<file path="config.mk">
export PLATFORM = sky130hd
export DESIGN_NAME = memory_port_arbiter
export DESIGN_NICKNAME = d
export VERILOG_FILES = /design/src/rtl/memory_port_arbiter.sv
export SDC_FILE = /design/constraint.sdc
export NUM_CORES = 1
export LEC_CHECK = 0
export BUFFER_PORTS_ARGS = -buffer_cell sky130_fd_sc_hd__buf_2
export CORE_AREA = 2 2 119 121
export CTS_BUF_LIST = sky130_fd_sc_hd__clkbuf_2
export CTS_CLUSTER_SIZE = 10
export DETAILED_ROUTE_END_ITERATION = 12
export DIE_AREA = 0 0 121 123
export GPL_TIMING_DRIVEN = 0
export REMOVE_ABC_BUFFERS = 1
export SYNTH_ARGS = -nofsm -noshare
export SYNTH_HDL_FRONTEND = slang
export SYNTH_SLANG_ARGS = --single-unit
export TNS_END_PERCENT = 5
</file>
<file path="constraint.sdc">
create_clock -name clock -period 3.95 [get_ports clock]
set_clock_uncertainty 0.15 [all_clocks]
set_input_delay 0.395 -clock clock [delete_from_list [all_inputs] [get_ports clock]]
set_output_delay 0.395 -clock clock [all_outputs]
set_load 0.1 [all_outputs]
</file>
<file path="src/rtl/memory_port_arbiter.sv">
// memory_port_arbiter: shares one single-port data memory between the core
// memory controller (core_*) and an external DMA/debug master (dma_*).
//   - Zero-latency combinational grant; mem_* driven from the granted side.
//   - Lock handshake keeps ownership across read-modify-write pairs.
//   - DMA starvation counter lets DMA win a conflict after STARVE_LIMIT
//     consecutive denied cycles.
//   - Read data returns one cycle after the grant, steered by a read tag.
// Ports:
//   clock, reset            system clock, async active-high reset
//   core_* / dma_*          requester ports (req/write/lock/addr/wdata/be in,
//                           gnt/rvalid/rdata out)
//   mem_*                   memory backend (en/we/addr/wdata/be out, rdata in)
// Optional build macro MEMORY_PORT_ARBITER_PERF_COUNTERS_EN adds
//   perf_core_grants, perf_dma_grants, perf_conflict_cycles (32-bit, wrapping).
module memory_port_arbiter #(
  parameter int unsigned ADDR_WIDTH   = 30,
  parameter int unsigned DATA_WIDTH   = 32,
  parameter int unsigned STARVE_LIMIT = 4
) (
  input  logic                    clock,
  input  logic                    reset,
  input  logic                    core_req,
  input  logic                    core_write,
  input  logic                    core_lock,
  input  logic [ADDR_WIDTH-1:0]   core_addr,
  input  logic [DATA_WIDTH-1:0]   core_wdata,
  input  logic [DATA_WIDTH/8-1:0] core_be,
  output logic                    core_gnt,
  output logic                    core_rvalid,
  output logic [DATA_WIDTH-1:0]   core_rdata,
  input  logic                    dma_req,
  input  logic                    dma_write,
  input  logic                    dma_lock,
  input  logic [ADDR_WIDTH-1:0]   dma_addr,
  input  logic [DATA_WIDTH-1:0]   dma_wdata,
  input  logic [DATA_WIDTH/8-1:0] dma_be,
  output logic                    dma_gnt,
  output logic                    dma_rvalid,
  output logic [DATA_WIDTH-1:0]   dma_rdata,
  output logic                    mem_en,
  output logic                    mem_we,
  output logic [ADDR_WIDTH-1:0]   mem_addr,
  output logic [DATA_WIDTH-1:0]   mem_wdata,
  output logic [DATA_WIDTH/8-1:0] mem_be,
  input  logic [DATA_WIDTH-1:0]   mem_rdata
`ifdef MEMORY_PORT_ARBITER_PERF_COUNTERS_EN
  ,
  output logic [31:0]             perf_core_grants,
  output logic [31:0]             perf_dma_grants,
  output logic [31:0]             perf_conflict_cycles
`endif
);

  localparam int unsigned CNT_W = 4;

  typedef enum logic [1:0] {
    ST_IDLE        = 2'd0,
    ST_CORE_LOCKED = 2'd1,
    ST_DMA_LOCKED  = 2'd2
  } state_e;

  state_e                  state_q, state_d;
  logic [CNT_W-1:0]        starve_q, starve_d;
  logic                    rd_core_q, rd_dma_q;
  logic [DATA_WIDTH-1:0]   core_rdata_q, dma_rdata_q;
  logic                    dma_starved;

  assign dma_starved = (starve_q >= CNT_W'(STARVE_LIMIT));

  // Grant and next-state; grants are forced low while reset is asserted.
  always_comb begin
    core_gnt = 1'b0;
    dma_gnt  = 1'b0;
    state_d  = state_q;
    if (!reset) begin
      case (state_q)
        ST_IDLE: begin
          if (core_req && dma_req) begin
            if (dma_starved) dma_gnt  = 1'b1;
            else             core_gnt = 1'b1;
          end else begin
            core_gnt = core_req;
            dma_gnt  = dma_req;
          end
        end
        ST_CORE_LOCKED: core_gnt = core_req;
        ST_DMA_LOCKED:  dma_gnt  = dma_req;
        default:        state_d  = ST_IDLE;
      endcase
      // Owner's lock bit on a granted access decides whether ownership persists.
      if (core_gnt)     state_d = core_lock ? ST_CORE_LOCKED : ST_IDLE;
      else if (dma_gnt) state_d = dma_lock ? ST_DMA_LOCKED : ST_IDLE;
    end
  end

  // Starvation counter: counts denied DMA cycles, saturating.
  always_comb begin
    starve_d = starve_q;
    if (dma_gnt || !dma_req)        starve_d = '0;
    else if (starve_q != {CNT_W{1'b1}}) starve_d = starve_q + CNT_W'(1);
  end

  // Memory request mux follows the granted side.
  always_comb begin
    mem_en    = core_gnt | dma_gnt;
    mem_we    = 1'b0;
    mem_addr  = core_addr;
    mem_wdata = core_wdata;
    mem_be    = core_be;
    if (dma_gnt) begin
      mem_we    = dma_write;
      mem_addr  = dma_addr;
      mem_wdata = dma_wdata;
      mem_be    = dma_be;
    end else if (core_gnt) begin
      mem_we    = core_write;
    end
  end

  // Returning port sees memory data directly; the other holds its last value.
  assign core_rvalid = rd_core_q;
  assign dma_rvalid  = rd_dma_q;
  assign core_rdata  = rd_core_q ? mem_rdata : core_rdata_q;
  assign dma_rdata   = rd_dma_q  ? mem_rdata : dma_rdata_q;

  always_ff @(posedge clock or posedge reset) begin
    if (reset) begin
      state_q      <= ST_IDLE;
      starve_q     <= '0;
      rd_core_q    <= 1'b0;
      rd_dma_q     <= 1'b0;
      core_rdata_q <= '0;
      dma_rdata_q  <= '0;
    end else begin
      state_q   <= state_d;
      starve_q  <= starve_d;
      rd_core_q <= core_gnt & ~core_write;
      rd_dma_q  <= dma_gnt & ~dma_write;
      if (rd_core_q) core_rdata_q <= mem_rdata;
      if (rd_dma_q)  dma_rdata_q  <= mem_rdata;
    end
  end

`ifdef MEMORY_PORT_ARBITER_PERF_COUNTERS_EN
  logic [31:0] perf_core_q, perf_dma_q, perf_conf_q;
  logic        conflict;

  // Conflict: both requesting, or the non-owner requesting while locked out.
  assign conflict = (core_req && dma_req) ||
                    (state_q == ST_CORE_LOCKED && dma_req) ||
                    (state_q == ST_DMA_LOCKED && core_req);

  always_ff @(posedge clock or posedge reset) begin
    if (reset) begin
      perf_core_q <= '0;
      perf_dma_q  <= '0;
      perf_conf_q <= '0;
    end else begin
      if (core_gnt) perf_core_q <= perf_core_q + 32'd1;
      if (dma_gnt)  perf_dma_q  <= perf_dma_q + 32'd1;
      if (conflict) perf_conf_q <= perf_conf_q + 32'd1;
    end
  end

  assign perf_core_grants     = perf_core_q;
  assign perf_dma_grants      = perf_dma_q;
  assign perf_conflict_cycles = perf_conf_q;
`endif

endmodule
</file>
## Word level (Yosys, flattened, before mapping)

Index checks and enable logic that the tools add are counted.

- Output and inout port bits: 136
- Register bits: 72
- Word-level logic and storage cells: 49
- Input bits: 172

- Add/subtract/negate cells: 1
- Bitwise operators: 6
- Reduce and logical (&&, ||, !) cells: 7
- $lt $le $gt $ge: 1
- Eq/ne operators: 4
- Multiplexer cells: 24

Operators with widths:

| cell | number |
|---|---|
| 2-to-1 mux 32 bit | 3 |
| 2-to-1 mux 30 bit | 1 |
| 2-to-1 mux 4 bit | 3 |
| 2-to-1 mux 1 bit | 11 |
| 2-to-1 mux 2 bit | 4 |
| adder 4 x 1 -> 4 bit (second input constant) | 1 |
| greater-or-equal comparator 4 x 3 -> 1 bit (second input constant) | 1 |
| inequality test 4 bit (second input constant) | 1 |
| one-hot mux 1 bit (2 select lines) | 2 |
| inequality test 3 x 1 -> 1 bit (second input constant) | 1 |
| inverter 1 bit | 3 |
| OR reduction 3 bit | 1 |
| AND 1 bit | 2 |
| == test 2 x 1 -> 1 bit (second input constant) | 1 |
| == test 2 bit (second input constant) | 1 |
| zero test 2 bit | 1 |
| AND reduction 2 bit | 1 |
| nonzero test 2 bit | 1 |
| logical AND 1 bit | 1 |
| zero test 1 bit | 1 |
| logical OR 1 bit | 1 |
| bitwise OR 1 bit | 1 |

## Logic depth before layout (Yosys ltp)

Gate-level depths: netlist of the first run.

- Word-level depth: 8
- Depth in mapped cells: 6
- Depth with buffers taken out: 4

## Least setup slack after synthesis of the first run

No wires, ideal clock.

- Path kind: input-to-output
- From: input reset
- To: output mem_we
- Cell stages on the path: 3
- Data required time: 3.405 ns
- Path slack: -0.485 ns
- Path buffers: 0
- Arrival time: 3.890 ns
- Cell sequence: inv_1 o2111a_1 a22o_1

- Longest elaborated chain between the ends: 3
- Elaborated cells between the ends (all ways): 4
- Classes of those cells: mux: 4

RTL lines:

| what | line | source |
|---|---|---|
| start, declared | 21 | `input logic reset,` |
| 2-to-1 mux 1 bit | 75 | `if (!reset) begin` |
| net core_gnt | 28 | `output logic core_gnt,` |
| 2-to-1 mux 1 bit | 115 | `end else if (core_gnt) begin` |
| 2-to-1 mux 1 bit | 110 | `if (dma_gnt) begin` |
| end, declared | 41 | `output logic mem_we,` |

The timed path passes the listed nets, and every way through them passes these cells.

## Worst setup path in the final report of the first run

- From: register starve_q[2]
- To: output mem_wdata[21]

- Longest elaborated chain between the ends: 7

RTL lines:

| what | line | source |
|---|---|---|
| start, declared | 63 | `logic [CNT_W-1:0] starve_q, starve_d;` |
| start signal, assigned | 136 | `starve_q <= starve_d;` |
| greater-or-equal comparator 4 x 3 -> 1 bit | 68 | `assign dma_starved = (starve_q >= CNT_W'(STARVE_LIMIT));` |
| 2-to-1 mux 1 bit | 79 | `if (dma_starved) dma_gnt = 1'b1;` |
| 2-to-1 mux 1 bit | 78 | `if (core_req && dma_req) begin` |
| one-hot mux 1 bit (2 select lines) | 76 | `case (state_q)` |
| 2-to-1 mux 1 bit (2 in series) | 75 |  |
| 2-to-1 mux 32 bit | 110 |  |
| end, declared | 43 | `output logic [DATA_WIDTH-1:0] mem_wdata,` |

No other way between the ends. The select of a mux whose other input is x is not followed.

==> results of run 1 <==
-- worst max-delay path: cells and delay by family, from the launching register on --
family	cells	cell delay, ps
AND/OR/NAND/NOR	2	790
multiplexers	1	230
buffers and inverters	2	830
flip-flops	1	470
-- registers in the layout (all words and copies together) (netlist names) --
signal,count
core_rvalid,1
dma_rvalid,1
core_rdata_q,32
dma_rdata_q,32
starve_q,4
state_q,2
-- cells by family after synthesis --
group / share of synthesized area [%]
flip-flops: 46.4
XOR/XNOR: 0.226
AND/OR/NAND/NOR: 2.26
adder cells (fa/ha/maj): 0.322
AO/OA/AOI/OAI: 1.90
buffers and inverters: 4.74
multiplexers: 44.2
-- layout make-up --
class	count	area share, %
Antenna cell	6	0.250
Clock buffer	10	0.832
Clock inverter	5	0.978
Inverter	3	0.229
Multi-Input combinational cell	157	31.6
Sequential cell	72	30.0
Tap cell	180	3.74
Timing Repair Buffer	346	32.3
-- synthesized netlist by cell type --
cell type	number
buf_1	6
ha_1	1
mux2_2	67
o21ai_0	2
nand3_1	1
and3_1	3
nand2_1	2
nor2b_1	1
buf_6	2
dfrtp_1	72
nand2b_2	1
buf_12	6
a22o_1	2
mux2_4	64
o31ai_1	1
clkbuf_1	2
nor2_1	3
xor2_1	1
nand3b_1	2
a21oi_1	1
or3_1	1
o2111a_1	3
nor4b_1	1
inv_1	3
-- report_power, final --
part / total, mW / switching [mW] / internal (mW)
Combinational: 2.89 / 2.36 / 0.526
Clock: 0.405 / 0.259 / 0.146
Sequential: 1.01 / 0.0656 / 0.941
Total: 4.30 / 2.69 / 1.61
-- per-stage QoR --
step | TNS [ps] | cells
after global routing | 0 | 774
final | 0 | 779
after detailed placement | 0 | 720
after floorplan | -29800 | 232
after CTS | 0 | 773
after global placement | -75760 | 719
-- per-layer routing --
metal  wire [µm]  vias to the layer above  global-route usage, %
met5          27                        -                      0
met4         203                        4                   5.67
met3        1650                       19                   8.67
met2        7730                      157                   33.3
met1        5920                     1635                   22.7
li1            -                     1588                      -
-- worst min path at each step --
stage	to	slack, ps	cells past startpoint
CTS	state_q[0]	100	3
global route	core_rvalid	80	3
global placement	dma_rdata_q[17]	330	1
detailed placement	core_rdata_q[31]	330	1
finish	state_q[0]	180	3
floorplan	core_rvalid	310	1
==> flow_summary.yaml, run 1 <==
outcome:
  run_status: "complete, no violations"
synth:
  synth_area_leaders: "dfrtp_1 (46%), mux2_4 (25%), mux2_2 (19%)"
  yosysTopAreaCellShare_pct: 46.4
  avgSynthCellArea_um2: 15.7
  ys_ff_latch: 72
  ys_seq_area_share_pct: 46.4
  netlist_area_um2: 3880
  syn_inst: 248
  yosysWarnings: 0
  yosys.area.top_type: "dfrtp_1"
  synthDistinctLibCells: 24
detailed_routing:
  firstDrtPassIters: 5
  vias_per_cell: 4.37
  routed_wl_mm: 15.5
  avgRoutedWirePerCell_um: 19.9
  vias: 3403
  drc: 0
  drt_iter0_drc: 133
  drtAntennaViolNets: 0
sta:
  whs_ps: 178
  hold_violations: 0
  report.final.slew_viol_count: 0
  rsz0062_at_grt: "no"
  final.min_clock_period_ps: 3440
  slew_headroom_pct: 39.4
  timing.final.crit_share_pct: 87.1
  worst-slew-pin-transition_ps: 910
  clock.fmax_mhz: 291
  setup_viol: 0
  fin_ws_ps: 508
clock_tree:
  post_cts_resized: 0
  htreeDepth: 3
  clkSlewWorstSetupHoldPaths_ps: 210
  cts_setup_buffers: 0
  cts_buffers: 9
  cts-hold-fix-buffers: 38
  clock_latency_ps: 500
  cts_tree: "built"
  clockBufferDepth: 2
  clock-sinks: 72
  root_buffer: "clkbuf_2"
min_path:
  hp-class: "input port to register"
  hold_start: "core_req"
finish:
  final_cell_mix: "buf_2 (307), dfrtp_1 (70), mux2_2 (67)"
  finalInstanceArea_um2: 6010
  fillCellCount: 1299
  multi_input_comb_area_um2: 1900
  fin_nets: 762
  seqCellArea_um2: 1800
  utilization_pct: 44.2
  syn2layout_area_growth_pct: 54.9
  drive_gt1_share_pct: 77.2
  layout_commonest_cell: "buf_2"
worst_setup_path:
  reg2reg_from: "starve_q[2]"
  critPathMaxFanout: 54
  setup.worst_path.start: "starve_q[2]"
  worstPathRequired_ps: 3400
  endpoint_kind: "output port"
  cp_slowest_cell: "buf_2"
  reg2reg_to: "starve_q[3]"
  cp-start-kind: "register"
  cpPeakStageDelay_ps: 480
  path_cells: "nor4b_1 -> or3_4 -> buf_16 -> mux2_4 -> buf_2"
  cp_data_arrival_time_ps: 2900
  endpoint: "mem_wdata[21]"
  r2r_setup_slack_ps: 2260
  path_class: "register to output port"
  ff2ff_path_depth: 3
floorplanning:
  fp.dieW_um: 121
  die_area_um2: 14900
  die_h_um: 123
  core_area_um2: 13600
  start_util_pct: 28.5
  rows: 43
  pin_count: 308
global_routing:
  track_usage_pct: 19.7
  grt_pass1_vias: 3340
  grt_pass1_wl_mm: 20.8
  grt_max_degree: 76
  antenna_found_initial: 7
  grt_overflow: 0
placed_design:
  post-place-ws_ps: 1060
  placed_area_um2: 5510
  io_buffer_count: 307
  dp_hpwl_mm: 12.9
  gp_congestion: 0.829
pwr:
  p_leak_nw: 3.27
  fin_total_pwr_mw: 4.30
  vdd_drop_max_uv: 363
  power_density_nw_per_um2: 715
job:
  cap_violations: 0
Note: power is estimated with default switching activity, not from simulation.
==> run 2, diff against run 1 <==
- MAX_ROUTING_LAYER: unset -> met4
==> run 2 against run 1 <==
Cell area did not move. Sequential cell count did not move. Combinational power barely moved. Non-clock buffer count did not move. Clock-buffer cell count did not move. Power barely moved. Register-to-register slack barely moved. Critical path type unchanged. Largest cell class unchanged. Largest power group unchanged.
==> flow_summary.yaml, run 2 (synthesis results as in run 1) <==
clock_tree:
  root_buffer: "clkbuf_2"
  clock_latency_ps: 490
  htreeDepth: 3
  cts_tree: "built"
  cts_setup_buffers: 0
  post_cts_resized: 0
  cts_buffers: 9
  clockBufferDepth: 2
  clock-sinks: 72
  clkSlewWorstSetupHoldPaths_ps: 210
  cts-hold-fix-buffers: 38
detailed_routing:
  vias_per_cell: 4.36
  vias: 3399
  firstDrtPassIters: 4
  drtAntennaViolNets: 0
  avgRoutedWirePerCell_um: 20.0
  drc: 0
  routed_wl_mm: 15.5
  drt_iter0_drc: 124
placed_design:
  gp_congestion: 0.839
  io_buffer_count: 307
  dp_hpwl_mm: 12.9
finish:
  top_regs: "core_rdata_q x32, dma_rdata_q x32, starve_q x4"
  syn2layout_area_growth_pct: 54.9
  fin_nets: 762
  drive_gt1_share_pct: 77.2
  layout_commonest_cell: "buf_2"
  final_cell_mix: "buf_2 (307), dfrtp_1 (70), mux2_2 (67)"
pwr:
  power_frac_seq_pct: 23.4
  switching_share_pct: 62.5
  internal_power_mw: 1.61
  power_frac_clock_pct: 9.4
  switchingPower_mw: 2.69
  vdd_drop_max_uv: 363
  combPwrFrac_pct: 67.2
  p_leak_nw: 3.27
  fin_total_pwr_mw: 4.30
  power_density_nw_per_um2: 715
worst_setup_path:
  path_class: "register to output port"
  cp-start-kind: "register"
  cp_data_arrival_time_ps: 2870
  endpoint_kind: "output port"
  worstPathRequired_ps: 3400
  critPathMaxFanout: 54
sta:
  report.final.slew_viol_count: 0
  timing.final.crit_share_pct: 86.5
  final.min_clock_period_ps: 3420
  slew_headroom_pct: 39.5
  clock.fmax_mhz: 293
  hold_violations: 0
  worst-slew-pin-transition_ps: 907
  setup_viol: 0
  rsz0062_at_grt: "no"
  whs_ps: 183
floorplanning:
  rows: 43
  die_h_um: 123
  core_area_um2: 13600
  die_area_um2: 14900
  fp.dieW_um: 121
  pin_count: 308
  start_util_pct: 28.5
global_routing:
  grt_pass1_wl_mm: 20.8
  met2_usage_pct: 33.4
  grtUsageMet3_pct: 7.84
  grt_pass1_vias: 3337
  grt_max_degree: 76
  antenna_found_initial: 6
  top_usage_layer: "met2"
  grt_overflow: 0
  met1_usage_pct: 23.2
  track_usage_pct: 20.3
min_path:
  hp-class: "input port to register"
job:
  cap_violations: 0
outcome:
  run_status: "complete, no violations"
-- run 2: worst paths after layout --
path / start / endpoint / slack (ps) / cells past startpoint
hold / removal: core_req / state_q[0] / 180 / 3
min in group asynchronous: reset / dma_rdata_q[9] / 530 / 3
setup reg to reg: starve_q[2] / starve_q[3] / 2260 / 3
hold reg to reg: core_rdata_q[24] / core_rdata_q[24] / 370 / 1
max in group asynchronous: reset / dma_rdata_q[24] / 2500 / 3
setup / recovery: starve_q[2] / mem_addr[27] / 530 / 5
-- run 2: layer usage --
metal / up-vias / share of wire (%) / routed length (µm)
met5: - / 0 / 0
met1: 1635 / 39 / 6070
li1: 1585 / - / -
met3: 10 / 9.7 / 1500
met2: 169 / 50 / 7820
met4: 0 / 0.94 / 146
-- run 2: stage by stage --
step	TNS [ps]	instance area [µm²]	instances	utilization [%]	worst slack, ps
floorplan	-29800	3710	232	-	-1920
global placement	-75760	5470	719	40.2	-1170
CTS	0	6000	773	44.1	433
finish	0	6010	779	44.2	533
detailed placement	0	5510	720	40.5	1060
global route	0	6010	779	44.2	265
-- run 2: layout make-up --
| type | count | area [µm²] |
|---|---|---|
| fillers | 1298 | 7600 |
| repair buffers | 346 | 1940 |
| multi-input cells | 157 | 1900 |
| flip-flops and latches | 72 | 1800 |
| well taps | 180 | 225 |
| clock inverters | 5 | 58.8 |
| clock buffers | 10 | 50.0 |
| diodes | 6 | 15.0 |
| inverters | 3 | 13.8 |
-- run 2: critical path, stage by stage (launching register included) --
cell and delay (ps):
dfrtp_1 470, nor4b_1 390, or3_4 410, buf_16 350, mux2_4 230, buf_2 460
-- run 2: power groups by stage --
stage	registers [mW]	logic [mW]	clock network, mW
final	1.01	2.89	0.403
after global placement	1.02	2.86	0
after global routing	1.03	2.96	0.466
after detailed placement	1.03	2.87	0
after CTS	1.01	2.90	0.430
after floorplan	1.01	2.48	0
==> run 3, diff against run 2 <==
- ABC_AREA: unset -> 1
- CORE_AREA: 2 2 119 121 -> 2 2 120 122
- DIE_AREA: 0 0 121 123 -> 0 0 122 124
==> run 3 against run 2 <==
Worst hold slack got worse by 100 ps. Via count rose by 15%. Cell count rose by 20%. Fmax fell by 0.86%. Critical path type is now input port to output port.
==> flow_summary.yaml, run 3 <==
worst_setup_path:
  cp-start-kind: "input port"
  endpoint_kind: "output port"
  critPathMaxFanout: 68
  path_class: "input port to output port"
  worstPathRequired_ps: 3400
  cp_data_arrival_time_ps: 2900
synth:
  yosysWarnings: 0
  yosys.area.top_type: "dfrtp_1"
  ys_ff_latch: 72
  ys_seq_area_share_pct: 49.7
  avgSynthCellArea_um2: 8.91
  ys.flop_type: "dfrtp_1"
  yosysMostFrequentCell: "nand2_1"
  synthDistinctLibCells: 19
  synth_area_leaders: "dfrtp_1 (50%), nand2_1 (22%), mux2_2 (19%)"
  syn_inst: 407
  yosysTopAreaCellShare_pct: 49.7
  synth_common_cells: "nand2_1 (216), dfrtp_1 (72), mux2_2 (60)"
  synth_edf_count: 0
  netlist_area_um2: 3630
  async_flop_share_pct: 100
finish:
  layout_commonest_cell: "buf_2"
  final_cells: 932
  syn2layout_area_growth_pct: 62.8
  finalInstanceArea_um2: 5910
  fillCellCount: 1423
  top_regs: "core_rdata_q x32, dma_rdata_q x32, starve_q x4"
  drive_gt1_share_pct: 52.3
  multi_input_comb_area_um2: 1670
  final_cell_mix: "buf_2 (307), nand2_1 (216), dfrtp_1 (70)"
  seqCellArea_um2: 1800
  utilization_pct: 43.0
  fin_nets: 918
clock_tree:
  clock-sinks: 72
  cts_buffers: 9
  clkSlewWorstSetupHoldPaths_ps: 220
  root_buffer: "clkbuf_2"
  clock_latency_ps: 540
  cts_tree: "built"
  htreeDepth: 3
  clockBufferDepth: 2
pwr:
  p_leak_nw: 3.33
  power_density_nw_per_um2: 725
  vdd_drop_max_uv: 300
  internal_power_mw: 1.60
  switching_share_pct: 62.7
  switchingPower_mw: 2.68
  fin_total_pwr_mw: 4.28
  power_frac_seq_pct: 23.0
  power_frac_clock_pct: 11.7
  combPwrFrac_pct: 65.3
placed_design:
  post-place-ws_ps: -209
  dp_hpwl_mm: 10.9
  io_buffer_count: 307
  gp_congestion: 0.817
  placed_area_um2: 5320
  dp_cells: 874
sta:
  timing.final.crit_share_pct: 87.3
  whs_ps: 78.7
  tns_ps: 0
  hold_violations: 0
  slew_headroom_pct: 39.1
  clock.fmax_mhz: 290
  rsz0062_at_grt: "no"
  worst-slew-pin-transition_ps: 910
  setup_viol: 0
  report.final.slew_viol_count: 0
  final.min_clock_period_ps: 3450
  fin_ws_ps: 503
global_routing:
  grt_overflow: 0
  track_usage_pct: 18.1
  grt_pass1_vias: 3763
  antenna_found_initial: 2
  grt_max_degree: 69
  grt_pass1_wl_mm: 20.0
detailed_routing:
  avgRoutedWirePerCell_um: 14.9
  wl_met2_mm: 6.92
  drtAntennaViolNets: 0
  drt_iter0_drc: 167
  wl_met1_mm: 5.30
  vias: 3905
  drc: 0
  vias_per_cell: 4.19
  met3_length_mm: 1.42
  top_layer_used: "met4"
  routed_wl_mm: 13.9
  firstDrtPassIters: 4
floorplanning:
  core_area_um2: 13700
  die_h_um: 124
  die_area_um2: 15100
  pin_count: 308
  start_util_pct: 26.4
  rows: 43
  fp.dieW_um: 122
outcome:
  run_status: "complete, no violations"
job:
  cap_violations: 0
min_path:
  hp-class: "input port to register"
run 3: worst max-delay path, cell delays in order:
cell and delay (ps):
dlygate4sd3_1 530, buf_2 140, inv_1 40, nor2_1 240, nand3_4 430, inv_8 450
nand2_1 110, nand2_1 100, buf_2 440
run 3: timing repair:
action	in CTS	in global routing
setup buffers	0	0
gates resized for setup	2	2
hold buffers	40	0
endpoints found under the hold margin	143	0
setup endpoints to repair	68	68
run 3: power groups by stage:
stage | registers [mW] | clock network (mW) | logic [mW]
6_report | 0.987 | 0.501 | 2.79
2_1_floorplan | 0.996 | 0 | 2.36
4_1_cts | 0.990 | 0.522 | 2.80
3_5_place_dp | 1.01 | 0 | 2.77
5_1_grt | 1.01 | 0.557 | 2.89
3_3_place_gp | 0.998 | 0 | 2.75
run 3: path summary, 6_finish.rpt:
kind	endpoint	depth (start not counted)	slack, ps	from
setup / recovery	mem_addr[24]	9	500	dma_req
setup reg to reg	starve_q[3]	4	2170	state_q[0]
min in group asynchronous	core_rdata_q[0]	3	460	reset
hold reg to reg	dma_rdata_q[8]	1	360	dma_rdata_q[8]
max in group asynchronous	core_rdata_q[8]	3	2640	reset
hold / removal	state_q[0]	5	80	core_req
run 3: cell type report:
class | count | area share, %
Clock inverter | 7 | 1.76
Timing Repair Buffer | 349 | 33.9
Clock buffer | 9 | 0.763
Multi-Input combinational cell | 302 | 28.3
Tap cell | 180 | 3.81
Antenna cell | 2 | 0.0847
Inverter | 11 | 0.869
Sequential cell | 72 | 30.6
run 3: cell families (layout without fill, tap and decap cells):
| logic type | Yosys count | after routing | share of synthesized area (%) |
|---|---|---|---|
| AOI/OAI and AO/OA | 3 | 3 | 0.414 |
| xor gates and xnor gates | 3 | 3 | 0.725 |
| adders and majority gates | 1 | 1 | 0.345 |
| buffers and inverters | 33 | 376 | 4.52 |
| DFF | 72 | 72 | 49.7 |
| muxes | 64 | 64 | 19.9 |
| other | 0 | 2 | 0 |
| and+or+nand+nor | 231 | 231 | 24.5 |
run 3: layer usage:
layer  vias up  track usage, %
met1      1745            20.5
met5         -               -
met4         0            6.68
met2       188            30.4
met3        14            5.54
li1       1958               -
